<file path="config.mk">
export PLATFORM = sky130hd
export DESIGN_NAME = iob_sync_assim_fifo
export DESIGN_NICKNAME = d
export VERILOG_FILES = /design/src/rtl/iob_sync_assim_fifo.sv
export SDC_FILE = /design/constraint.sdc
export NUM_CORES = 1
export LEC_CHECK = 0
export ABC_AREA = 1
export CORE_UTILIZATION = 50
export DETAILED_ROUTE_END_ITERATION = 12
export GPL_TIMING_DRIVEN = 1
export PLACE_DENSITY = 0.71
export SETUP_SLACK_MARGIN = 0.15
export SLEW_MARGIN = 20
export SYNTH_ARGS = -nofsm -noshare
export SYNTH_HDL_FRONTEND = slang
export SYNTH_SLANG_ARGS = --single-unit
</file>
<file path="constraint.sdc">
create_clock -name clk -period 3 [get_ports clk]
set_input_delay 0.6 -clock clk [delete_from_list [all_inputs] [get_ports clk]]
set_output_delay 0.6 -clock clk [all_outputs]
set_load 0.02 [all_outputs]
</file>
<file path="src/rtl/iob_sync_assim_fifo.sv">
// Single-clock FIFO with different write and read widths. Storage is kept in
// words of the narrower width, so each access moves WR or RR consecutive words.
module iob_sync_assim_fifo #(
    parameter int W_DATA_W = 16,
    parameter int R_DATA_W = 8,
    parameter int ADDR_W   = 4
) (
    input  logic                clk,
    input  logic                rst_n,
    input  logic                w_en,
    input  logic [W_DATA_W-1:0] w_data,
    output logic                w_full,
    input  logic                r_en,
    output logic [R_DATA_W-1:0] r_data,
    output logic                r_empty,
    output logic [ADDR_W:0]     level,
    output logic                w_ovf,
    output logic                r_udf
);

    localparam int MIN   = (W_DATA_W < R_DATA_W) ? W_DATA_W : R_DATA_W;
    localparam int WR    = W_DATA_W / MIN;
    localparam int RR    = R_DATA_W / MIN;
    localparam int DEPTH = 1 << ADDR_W;

    localparam logic [ADDR_W+1:0] DEPTH_X = (ADDR_W+2)'(DEPTH);
    localparam logic [ADDR_W+1:0] WR_X    = (ADDR_W+2)'(WR);
    localparam logic [ADDR_W+1:0] RR_X    = (ADDR_W+2)'(RR);
    localparam logic [ADDR_W:0]   WR_L    = (ADDR_W+1)'(WR);
    localparam logic [ADDR_W:0]   RR_L    = (ADDR_W+1)'(RR);
    localparam logic [ADDR_W-1:0] WR_P    = ADDR_W'(WR);
    localparam logic [ADDR_W-1:0] RR_P    = ADDR_W'(RR);

    logic [MIN-1:0] mem [DEPTH];

    logic [ADDR_W-1:0]            wptr;
    logic [ADDR_W-1:0]            rptr;
    logic                         wr_acc;
    logic                         rd_acc;
    logic [ADDR_W+1:0]            level_x;
    logic [WR-1:0][MIN-1:0]       w_slice;
    logic [WR-1:0][ADDR_W-1:0]    w_addr;
    logic [RR-1:0][ADDR_W-1:0]    r_addr;
    logic [RR-1:0][MIN-1:0]       r_word;
    logic [ADDR_W:0]              level_nxt;

    // Flags come straight from the current level, so a slot freed by a read
    // this cycle is not visible to a write until the next edge.
    assign level_x = {1'b0, level};
    assign w_full  = (DEPTH_X - level_x) < WR_X;
    assign r_empty = level_x < RR_X;
    assign wr_acc  = w_en & ~w_full;
    assign rd_acc  = r_en & ~r_empty;

    assign w_slice = w_data;

    // Slice addresses are ADDR_W wide so straddling accesses wrap for free.
    for (genvar k = 0; k < WR; k++) begin : g_wlane
        assign w_addr[k] = wptr + ADDR_W'(k);
    end

    for (genvar k = 0; k < RR; k++) begin : g_rlane
        assign r_addr[k] = rptr + ADDR_W'(k);
        assign r_word[k] = mem[r_addr[k]];
    end

    always_comb begin
        level_nxt = level;
        if (wr_acc) level_nxt = level_nxt + WR_L;
        if (rd_acc) level_nxt = level_nxt - RR_L;
    end

    // Storage is deliberately left out of reset; a reset only drops pointers.
    always_ff @(posedge clk) begin
        if (wr_acc) begin
            for (int k = 0; k < WR; k++) begin
                mem[w_addr[k]] <= w_slice[k];
            end
        end
    end

    always_ff @(posedge clk or negedge rst_n) begin
        if (!rst_n) begin
            wptr   <= '0;
            rptr   <= '0;
            level  <= '0;
            r_data <= '0;
            w_ovf  <= 1'b0;
            r_udf  <= 1'b0;
        end else begin
            w_ovf <= w_en & w_full;
            r_udf <= r_en & r_empty;
            level <= level_nxt;
            if (wr_acc) wptr <= wptr + WR_P;
            if (rd_acc) begin
                rptr   <= rptr + RR_P;
                r_data <= r_word;
            end
        end
    end

endmodule

</file>
Yosys cells after proc, flatten, opt, wreduce, memory -nomap -nowiden:

Memory sizes are Yosys's and may differ from the RTL's. A register that Yosys moved wholly into a read port is not among the register bits.
Cells that the tools add are included.
Widths: inputs -> output; s select.

* bits in registers: 15
* bits in writable memories: 128
* bits of input ports: 20
* output and inout port bits: 17
* logic and storage cells: 25
* memories: 1

* $add $sub $neg: 6
* magnitude comparators: 2
* muxes and demuxes: 4
* bitwise logic cells: 6
* reduce and logical (&&, ||, !) cells: 1

Memory list
* mem: depth 16, width 8, rd ports 1, clocked after memory_dff 1, wr ports 2, line 34 `logic [MIN-1:0] mem [DEPTH];`

Operators with widths (count)
* $mux 5: 2
* $add 4x1->4 const B: 2
* $lt 6x2->1 const B: 1
* $sub 5x5->6 const A: 1
* $add 5x2->5 const B: 1
* $lt 5x1->1 const B: 1
* $sub 5x1->5 const B: 1
* $add 4x2->4 const B: 1
* $and 1x1->1: 4
* $mux 1: 2
* $not 1->1: 2
* $logic_not 1->1: 1

Logic depth before layout (Yosys ltp):

* word-level depth: 7
* depth in mapped cells: 15
* mapped depth without buffers: 15

Worst setup path before layout:

OpenSTA, ideal clock, no wires.

* kind: register to register
* start: reg level[2]
* end: mem mem[8][0] (netlist name), enable pin
* setup time: 0.388 ns
* data arrival time: 2.199 ns
* data required time: 2.612 ns
* path slack: 0.412 ns
* stages on the path, launching flop included: 9
* buffers on the path: 0
* period minus slack after synthesis: 2.588 ns
* cell sequence: dfrtp_1 > inv_1 > ha_1 > nand2_1 > nand2_1 > nand3_4 > o21ai_4 > or2_2 > nor2_1

RTL lines
* start: declaration: line 16 `output logic [ADDR_W:0] level,`
* start signal: assignment: line 93 `level <= level_nxt;`
* end: declaration: line 34

Final worst setup path:

* start: reg level[1]
* end: out r_empty

* longest elaborated chain between the ends: 1

Ends and longest elaborated chain
* $lt 5x1->1: line 51 `assign r_empty = level_x < RR_X;`
* end: declaration: line 15 `output logic r_empty,`

Every way passes these cells.

==> flow_metrics.env <==
export IMPL_clk_pin_slew_ns=0.06
export IMPL_path_buf_inv=3
export IMPL_ys_ff_latch=150
export IMPL_clock_skew_ns=0.01142
export IMPL_endpoint_kind="output port"
export IMPL_yosys_area_top_type_share_pct=63.02
export IMPL_drtPass1Iterations=5
export IMPL_fin_crit_ns=2.653
export IMPL_seq_area_mm2=0.004397
export IMPL_via_per_inst=5.772
export IMPL_cpPeakStageDelay_ns=0.62
export IMPL_slew_violations=0
export IMPL_ys_top_cells_by_area="edfxtp_1, dfrtp_1, o21ai_0"
export IMPL_nNetsFinal=544
export IMPL_drtIter0Drc=391
export IMPL_path_delay_family="buffers and inverters"
export IMPL_gp_congestion=0.7579
export IMPL_critPathSlowestCell="clkdlybuf4s50_1"
export IMPL_grt_first_pass_wirelength_um=20130
export IMPL_worstPathArrival_ns=2.05
export IMPL_setup_tns_final_ns=0
export IMPL_cts_buffers=17
export IMPL_drv_cap=0
export IMPL_cts_sinks=150
export IMPL_critPathKind="register to output port"
export IMPL_required_ns=2.40
export IMPL_rsz0062_at_grt="false"
export IMPL_antenna_cells=0
export IMPL_multi_input_area_mm2=0.001518
export IMPL_cts_hold_buf=0
export IMPL_setup_viol=0
export IMPL_synth_distinct_cells=29
export IMPL_syn2layout_area_growth_pct=18.54
export IMPL_holdCritPathClass="register to register"
export IMPL_ios=37
export IMPL_cts_tree="done"
export IMPL_syn_nets=497
export IMPL_fill_cells=857
export IMPL_wl_per_cell_um=18.58
export IMPL_grtUsageTotal_pct=21.47
export IMPL_synth_cells=471
export IMPL_finalHoldViolCount=0
export IMPL_core_region_area_mm2=0.01166
export IMPL_fmax_mhz=377.0
export IMPL_grt_max_degree=68
export IMPL_post_route_drc_count=0
export IMPL_irDropWorstVdd_mv=0.5449
export IMPL_io_buffers=36
export IMPL_clockRootBuffer="clkbuf_16"
export IMPL_run_status="complete, no violations"
export IMPL_met1_length_um=5112
export IMPL_ys_warn_count=0
export IMPL_synthesis_area_mm2=0.006100
export IMPL_gr_total_overflow=0
export IMPL_finalCritPeriodShare_pct=88.42
export IMPL_top_layer="met4"
export IMPL_critPathMaxFanout=5
export IMPL_start_kind="register"
export IMPL_grt_pass1_vias=3902
export IMPL_dieArea_mm2=0.01265
export IMPL_die_h_um=112.5
export IMPL_fin_cells=674
export IMPL_ys_seq_area_share_pct=72.04
export IMPL_cts_buffer_depth=2
export IMPL_pwr_density_cell_mw_per_mm2=1029
export IMPL_dp_hpwl_um=7120
export IMPL_path_cells="inv_1, ha_1, nand2_1, nand3_2, inv_2, clkdlybuf4s50_1"
export IMPL_core_rowCount=39
export IMPL_slew_headroom_pct=54.91
export IMPL_post_place_cells=642
export IMPL_syn_area_per_cell_um2=12.95
export IMPL_yosysTopAreaCell="edfxtp_1"
export IMPL_met2_length_um=6404
export IMPL_htreeDepth=4
export IMPL_placed_cell_area_mm2=0.006679
export IMPL_p_leak_nw=2.548
export IMPL_drive_gt1_share_pct=13.18
export IMPL_wl_um=12530
export IMPL_design_area_mm2=0.007231
export IMPL_antenna_found_initial=0
export IMPL_tightestPinTransition_ns=0.6764
export IMPL_insertion_delay_ns=0.41
export IMPL_die_x_um=112.5
export IMPL_p_total_mw=7.437
export IMPL_postRouteAntennaNets=0
export IMPL_initial_core_util_pct=52.30
export IMPL_wl_met3_um=771
export IMPL_vias=3890
## cell usage after synthesis, drive strengths merged
cell type	number
inv	21
o221ai	23
buf	6
xnor2	1
nor2	88
edfxtp	128
o211ai	9
clkinv	2
o21ai	70
xor2	6
nand2	36
o21bai	1
ha	6
clkbuf	19
nand4	1
a31oi	8
or2	1
dfrtp	22
nand3	14
o22ai	9
## final timing paths
kind / endpoint / slack (ns) / cells after the start / startpoint
worst max-delay path: r_empty / 0.35 / 6 / level[1]
worst min-delay path: wptr[1] / 0.54 / 2 / wptr[1]
worst max register to register: mem[9][3] / 0.77 / 10 / level[1]
worst min register to register: wptr[1] / 0.54 / 2 / wptr[1]
max in group asynchronous: rptr[0] / 2.13 / 2 / rst_n
min in group asynchronous: r_data[1] / 0.57 / 2 / rst_n
## worst min-delay path: cells and delay by family (launching register included)
kind	cells	cell delay (ns)
and+or+nand+nor	2	0.13
DFF	1	0.39
## metrics by stage
| step | hold slack, ns | setup slack, ns | util (%) |
|---|---|---|---|
| 6_report | 0.5419 | 0.3475 | 62.00 |
| 5_1_grt | 0.5804 | 0.2304 | 62.00 |
| 4_1_cts | 0.5421 | 0.1538 | 61.98 |
| 3_5_place_dp | 0.5248 | 0.5260 | 57.27 |
| 3_3_place_gp | 0.5293 | 0.6098 | 57.27 |
| 2_1_floorplan | 0.3044 | 0.4122 | - |
## registers in the layout, summed over array words and instances (netlist names)
register / flops
mem: 128
wptr: 3
level: 5
r_data: 8
w_ovf: 1
rptr: 4
r_udf: 1
## placed cells by master (no fill, tap or decap), types with 2 or more instances in the layout
cell type	count
inv_2	6
nand2_2	5
a31oi_1	8
clkinv_2	3
nand2_1	30
clkinvlp_4	3
o221ai_1	23
nor2_4	3
edfxtp_1	128
inv_1	15
clkinv_1	3
nor2_1	84
o21ai_0	67
dfrtp_1	20
clkbuf_1	4
o211ai_1	9
buf_4	16
clkbuf_8	2
nand3_2	4
clkdlybuf4s50_1	35
o21ai_1	2
nand3_1	9
xor2_1	6
dfrtp_2	2
o22ai_1	9
clkbuf_16	17
ha_1	6
## power by group
group,internal (mW),switching [mW]
logic,0.902,1.71
clock network,1.18,0.765
registers,2.70,0.184
## cells by family (layout without fill, tap and decap cells)
group,Yosys count,in the layout,synth area share (%)
AOI/OAI and AO/OA,120,120,12.39
xor gates and xnor gates,7,7,1.005
adders and majority gates,6,6,1.231
buffers and inverters,48,108,3.077
DFF,150,150,72.04
and+or+nand+nor,140,140,10.26
## area by class of cell
type,count,share of cell area (%)
Clock inverter,9,1.107
Tap cell,143,2.474
Clock buffer,23,6.472
Multi-Input combinational cell,273,20.99
Inverter,23,1.194
Timing Repair Buffer,53,6.956
Sequential cell,150,60.81
## per-layer routing
| layer | up-vias | GRT usage (%) |
|---|---|---|
| met4 | 0 | 8.444 |
| met2 | 148 | 37.31 |
| met3 | 22 | 4.158 |
| met1 | 1898 | 26.66 |
| li1 | 1822 | - |
| met5 | - | 0 |
## repair_timing
action / in CTS / in global routing
cloned: 0 / 0
gates resized for setup: 1 / 1
endpoints found under the setup margin: 1 / 1
pin swaps: 0 / 0
setup buffers: 0 / 0
Power figures use the tool's default switching activity.
